===== config.mk =====
export PLATFORM = sky130hd
export DESIGN_NAME = mc_main_control
export DESIGN_NICKNAME = d
export VERILOG_FILES = /design/src/rtl/mc_main_control.sv
export SDC_FILE = /design/constraint.sdc
export NUM_CORES = 1
export LEC_CHECK = 0
export CAP_MARGIN = 20
export CORE_MARGIN = 1.5
export CORE_UTILIZATION = 40
export DETAILED_ROUTE_END_ITERATION = 7
export PLACE_DENSITY = 0.92
export SLEW_MARGIN = 10
export SYNTH_ARGS = -nofsm -noshare
export SYNTH_HDL_FRONTEND = slang
export SYNTH_SLANG_ARGS = --single-unit

===== constraint.sdc =====
create_clock -name clk -period 3.39 [get_ports clk]
set_clock_uncertainty 0.05 [all_clocks]
set_input_delay 0.678 -clock clk [delete_from_list [all_inputs] [get_ports clk]]
set_output_delay 0.678 -clock clk [all_outputs]
set_load 0.05 [all_outputs]

===== src/rtl/mc_main_control.sv =====
// mc_main_control: multi-cycle main control FSM for the mips16 datapath (FETCH/DECODE/EXECUTE/MEM/WB).
// Define MC_INSTR_COUNT_EN to build the retired-instruction counter; otherwise instr_count is tied to 0.
module mc_main_control #(
  parameter int WAIT_MAX = 15,
  parameter int CNT_W = 32
) (
  input  logic             clk,
  input  logic             rst_n,
  input  logic [5:0]       opcode,
  input  logic [5:0]       func,
  input  logic             mem_ready,
  output logic             pc_write,
  output logic             pc_write_cond,
  output logic             pc_cond_ne,
  output logic [1:0]       pc_src,
  output logic             ir_write,
  output logic             mem_read,
  output logic             mem_write,
  output logic             iord,
  output logic             reg_write,
  output logic [1:0]       reg_dst,
  output logic [1:0]       mem_to_reg,
  output logic             alu_src_a,
  output logic [1:0]       alu_src_b,
  output logic [2:0]       alu_op,
  output logic             illegal,
  output logic [3:0]       state_o,
  output logic [CNT_W-1:0] instr_count
);
  localparam int WW = $clog2(WAIT_MAX + 1);
  localparam logic [5:0] OP_R    = 6'b000000;
  localparam logic [5:0] OP_J    = 6'b000010;
  localparam logic [5:0] OP_JAL  = 6'b000011;
  localparam logic [5:0] OP_BEQ  = 6'b000100;
  localparam logic [5:0] OP_BNE  = 6'b000101;
  localparam logic [5:0] OP_ADDI = 6'b001000;
  localparam logic [5:0] OP_SLTI = 6'b001010;
  localparam logic [5:0] OP_ANDI = 6'b001100;
  localparam logic [5:0] OP_ORI  = 6'b001101;
  localparam logic [5:0] OP_LI   = 6'b001111;
  localparam logic [5:0] OP_LW   = 6'b100011;
  localparam logic [5:0] OP_SW   = 6'b101011;
  localparam logic [5:0] FN_JR   = 6'b001000;

  typedef enum logic [3:0] {
    FETCH    = 4'd0,
    DECODE   = 4'd1,
    EXEC_R   = 4'd2,
    WB_R     = 4'd3,
    EXEC_I   = 4'd4,
    WB_I     = 4'd5,
    MEM_ADDR = 4'd6,
    MEM_RD   = 4'd7,
    WB_MEM   = 4'd8,
    MEM_WR   = 4'd9,
    BRANCH   = 4'd10,
    JUMP     = 4'd11,
    JR       = 4'd12,
    HALT     = 4'd15
  } state_t;

  state_t        state, nxt;
  logic [WW-1:0] wait_cnt;
  logic          mem_st, timeout;

  // next-state: opcode dispatch in DECODE, handshake stalls, and the memory timeout override
  always_comb begin
    mem_st  = (state == FETCH) || (state == MEM_RD) || (state == MEM_WR);
    timeout = mem_st && !mem_ready && (wait_cnt == WW'(WAIT_MAX - 1));
    nxt     = state;
    case (state)
      FETCH:    nxt = mem_ready ? DECODE : FETCH;
      DECODE: begin
        case (opcode)
          OP_R:                                        nxt = (func == FN_JR) ? JR : EXEC_R;
          OP_ADDI, OP_SLTI, OP_ANDI, OP_ORI, OP_LI:    nxt = EXEC_I;
          OP_LW, OP_SW:                                nxt = MEM_ADDR;
          OP_BEQ, OP_BNE:                              nxt = BRANCH;
          OP_J, OP_JAL:                                nxt = JUMP;
          default:                                     nxt = HALT;
        endcase
      end
      EXEC_R:   nxt = WB_R;
      EXEC_I:   nxt = WB_I;
      MEM_ADDR: nxt = (opcode == OP_SW) ? MEM_WR : MEM_RD;
      MEM_RD:   nxt = mem_ready ? WB_MEM : MEM_RD;
      MEM_WR:   nxt = mem_ready ? FETCH : MEM_WR;
      WB_R, WB_I, WB_MEM, BRANCH, JUMP, JR: nxt = FETCH;
      default:  nxt = HALT;
    endcase
    if (timeout) nxt = HALT;
  end

  // state, wait counter and sticky halt flag; reset drops straight back to FETCH so no write is left pending
  always_ff @(posedge clk or negedge rst_n) begin
    if (!rst_n) begin
      state    <= FETCH;
      wait_cnt <= '0;
      illegal  <= 1'b0;
    end else begin
      state    <= nxt;
      wait_cnt <= (mem_st && !mem_ready) ? wait_cnt + 1'b1 : '0;
      illegal  <= illegal | (state == HALT);
    end
  end

  // Moore decode of the current state; only FETCH gates its loads with mem_ready
  always_comb begin
    pc_write      = 1'b0;
    pc_write_cond = 1'b0;
    pc_cond_ne    = 1'b0;
    pc_src        = 2'b00;
    ir_write      = 1'b0;
    mem_read      = 1'b0;
    mem_write     = 1'b0;
    iord          = 1'b0;
    reg_write     = 1'b0;
    reg_dst       = 2'b00;
    mem_to_reg    = 2'b00;
    alu_src_a     = 1'b0;
    alu_src_b     = 2'b00;
    alu_op        = 3'b000;
    case (state)
      FETCH: begin
        mem_read  = 1'b1;
        alu_src_b = 2'b01;
        ir_write  = mem_ready;
        pc_write  = mem_ready;
      end
      DECODE:   alu_src_b = 2'b11;
      EXEC_R: begin
        alu_src_a = 1'b1;
        alu_op    = 3'b110;
      end
      WB_R: begin
        reg_write = 1'b1;
        reg_dst   = 2'b01;
      end
      EXEC_I: begin
        alu_src_a = 1'b1;
        alu_src_b = 2'b10;
        alu_op    = (opcode == OP_SLTI) ? 3'b101 : (opcode == OP_ANDI) ? 3'b010 : (opcode == OP_ORI) ? 3'b011 : 3'b000;
      end
      WB_I:     reg_write = 1'b1;
      MEM_ADDR: begin
        alu_src_a = 1'b1;
        alu_src_b = 2'b10;
      end
      MEM_RD: begin
        mem_read = 1'b1;
        iord     = 1'b1;
      end
      WB_MEM: begin
        reg_write  = 1'b1;
        mem_to_reg = 2'b01;
      end
      MEM_WR: begin
        mem_write = 1'b1;
        iord      = 1'b1;
      end
      BRANCH: begin
        alu_src_a     = 1'b1;
        alu_op        = 3'b001;
        pc_write_cond = 1'b1;
        pc_cond_ne    = (opcode == OP_BNE);
        pc_src        = 2'b01;
      end
      JUMP: begin
        pc_write   = 1'b1;
        pc_src     = 2'b10;
        reg_write  = (opcode == OP_JAL);
        reg_dst    = (opcode == OP_JAL) ? 2'b10 : 2'b00;
        mem_to_reg = (opcode == OP_JAL) ? 2'b10 : 2'b00;
      end
      JR: begin
        pc_write = 1'b1;
        pc_src   = 2'b11;
      end
      default: ;
    endcase
  end

  assign state_o = state;

`ifdef MC_INSTR_COUNT_EN
  logic             retire;
  logic [CNT_W-1:0] cnt;
  assign retire = (nxt == FETCH) && ((state == WB_R) || (state == WB_I) || (state == WB_MEM) ||
                  (state == MEM_WR) || (state == BRANCH) || (state == JUMP) || (state == JR));
  // retired-instruction counter, wraps naturally at 2^CNT_W
  always_ff @(posedge clk or negedge rst_n) begin
    if (!rst_n) cnt <= '0;
    else if (retire) cnt <= cnt + 1'b1;
  end
  assign instr_count = cnt;
`else
  assign instr_count = '0;
`endif
endmodule

==> flow_metrics.tcl <==
set metrics [dict create \
    dpl_cell_area_sq_um 1623 \
    syn_avg_cell_area_sq_um 7.765 \
    yosys-top-cells-area "buf_4, dfrtp_1, nor2_1" \
    r2r_end "state_o[3]" \
    ys_warn_count 0 \
    place_inst 228 \
    wl_met2_mm 1.524 \
    cp_max_fo 21 \
    overflow 0 \
    worstReg2RegStart "state_o[0]" \
    synth_edf_count 0 \
    critical_path_arrival_ns 2.39 \
    synth_top_area_share_pct 19.34 \
    totalWireLength_mm 2.890 \
    antenna_found_initial 0 \
    wl_met1_mm 1.176 \
    grt_pass1_vias 1021 \
    yosys.area.top_type "buf_4" \
    mostFrequentLayoutCells "conb_1, clkdlybuf4s50_1, nor2_1, nand2_1, dfrtp_1" \
    vias 1189 \
    cts.sinks 9 \
    hold_viol 0 \
    cp-end-kind "output port" \
    drt_iter0_markers 36 \
    fin_crit_ns 3.117 \
    ant_nets 0 \
    p_comb_share_pct 76.9 \
    htree_levels 1 \
    routedWlPerCell_um 12.46 \
    start_util_pct 41.38 \
    die-area_sq_um 3449 \
    slew_viol_final 0 \
    highest_layer "met4" \
    rsz0062_at_grt "no" \
    crit_start "state_o[1]" \
    syn-cell-area_sq_um 1242 \
    ir_drop_v 0.0003002 \
    crit_type "reg2out" \
    reg2regPathDepth 5 \
    clk_latency_ns 0.26 \
    swShare_pct 59.65 \
    grt_pass1_wl_mm 4.616 \
    cts_buffer_depth 2 \
    regToRegSetupSlack_ns 1.65 \
    pin_count 72 \
    fmax_mhz 320.8 \
    cts_setup_buffers 0 \
    holdCritPathClass "reg2reg" \
    tightest_slew_ns 0.6031 \
    io_buffer_count 39 \
    final_cell_area_sq_um 1649 \
    antenna_cells 0 \
    coreArea_sq_um 3003 \
    cts_resized 0 \
    numCtsBuffers 3 \
    status "finished, final reports clean" \
    synth.distinct_cells 53 \
    pwr-share-seq_pct 17.0 \
    drive_above_1_share_pct 16.08 \
    clkTransAtPathRegs_ns 0.06 \
    setup-violations-final 0 \
    p_leak_nw 0.7113 \
    final_net_count 217 \
    dieHeight_um 58.73 \
    yosysSeqAreaShare_pct 18.13 \
    slew-limit-headroom_pct 59.79 \
    startpoint_type "flip-flop" \
    rows 20 \
    cts_root_buffer "clkbuf_4" \
    internal_power_uw 544.9 \
    worstPathRequired_ns 2.66 \
    met3_wirelength_um 170 \
    via_per_inst 5.125 \
    drc 0 \
    async_flop_share_pct 100.0 \
    postCtsHoldBufs 0 \
    p_sw_uw 805.5 \
    grt_usage_pct 17.05 \
    synthFlopType "dfrtp_1" \
    cellPowerDensity_nw_per_um2 818.9 \
    final_cells 232 \
    fin_crit_sh_pct 91.94 \
    firstDrtPassIters 4 \
    hp-start "illegal" \
    fp.dieW_um 58.73 \
    hold_ws_ns 0.4350 \
    hpwl_mm 2.293 \
    hold_end "illegal" \
    cap_violations 0 \
    gp_congestion 0.9167 \
    hold_depth 1 \
    syn_inst 160 \
    ys_ff_latch 9 \
    syn_to_final_growth_pct 32.73 \
    power_frac_clock_pct 6.0 \
    grt_max_degree 22 \
    cts_tree "built" \
    fin_tns_setup_ns 0 \
]
-- per-layer routing --
metal  vias to the layer above  global-route usage, %
li1                        580                      -
met1                       553                  21.27
met2                        54                  30.48
met3                         2                  3.516
met4                         0                  2.922
met5                         -                      0
-- worst max-delay path by stage --
stage / end / cells past startpoint
2_1_floorplan: reg_write / 4
3_3_place_gp: reg_write / 5
3_5_place_dp: reg_write / 5
4_1_cts: pc_write / 4
5_1_grt: pc_write / 4
6_report: pc_write / 4
-- final cells by class --
cell class                 instances  area, sq um
multi-input combinational        134        833.3
inverter                           6        22.52
clock buffer                       4        26.28
timing repair buffer              46        500.5
fill                             282         1354
tap                               33        41.29
sequential                         9        225.2
-- power groups by stage --
| stage | logic (mW) | clock network [mW] | registers (mW) |
|---|---|---|---|
| after floorplan | 0.738 | 0 | 0.235 |
| after global placement | 1.02 | 0 | 0.228 |
| after detailed placement | 1.04 | 0 | 0.230 |
| after CTS | 1.04 | 0.0853 | 0.229 |
| after global routing | 1.09 | 0.0924 | 0.242 |
| final | 1.04 | 0.0817 | 0.230 |
-- kinds of logic after synthesis --
logic type,after synthesis,synth area share (%)
flip-flops,9,18.13
XOR/XNOR,3,2.115
AO/OA/AOI/OAI,31,20.14
buffers and inverters,48,25.38
multiplexers,2,1.611
adder cells (fa/ha/maj),2,2.014
AND/OR/NAND/NOR,64,30.31
other,1,0.3018
-- critical path, stage by stage, from the launching register on --
cell,delay [ns]
dfrtp_1,0.60
nor4_1,0.45
and2_1,0.20
or2_2,0.10
clkdlybuf4s50_1,0.78
-- state kept, by name (all words and copies together), names as in the netlist --
register	flops
state_o	4
wait_cnt	4
illegal	1
-- through the flow --
step,power [mW],setup WS [ns],util [%]
2_1_floorplan,0.9722,-0.1231,-
3_3_place_gp,1.252,0.3717,54.04
3_5_place_dp,1.267,0.3297,54.04
4_1_cts,1.353,0.2743,54.92
5_1_grt,1.426,0.08394,54.92
6_report,1.350,0.2732,54.92
-- synth_stat cells, types with 2 or more instances --
| cell | number |
|---|---|
| a211oi_1 | 2 |
| a21oi_1 | 5 |
| buf_2 | 6 |
| buf_4 | 32 |
| clkbuf_1 | 3 |
| dfrtp_1 | 9 |
| ha_1 | 2 |
| inv_1 | 6 |
| mux2i_1 | 2 |
| nand2_1 | 10 |
| nand2b_1 | 3 |
| nand3_1 | 3 |
| nand3b_1 | 2 |
| nand4_1 | 3 |
| nor2_1 | 15 |
| nor2b_1 | 4 |
| nor3_1 | 5 |
| nor3b_1 | 3 |
| nor4_1 | 2 |
| o211ai_1 | 2 |
| o21ai_0 | 4 |
| o21bai_1 | 3 |
| o31ai_1 | 2 |
| or4_4 | 2 |
| xor2_1 | 2 |
No activity file was read; power rests on OpenSTA's default activity.
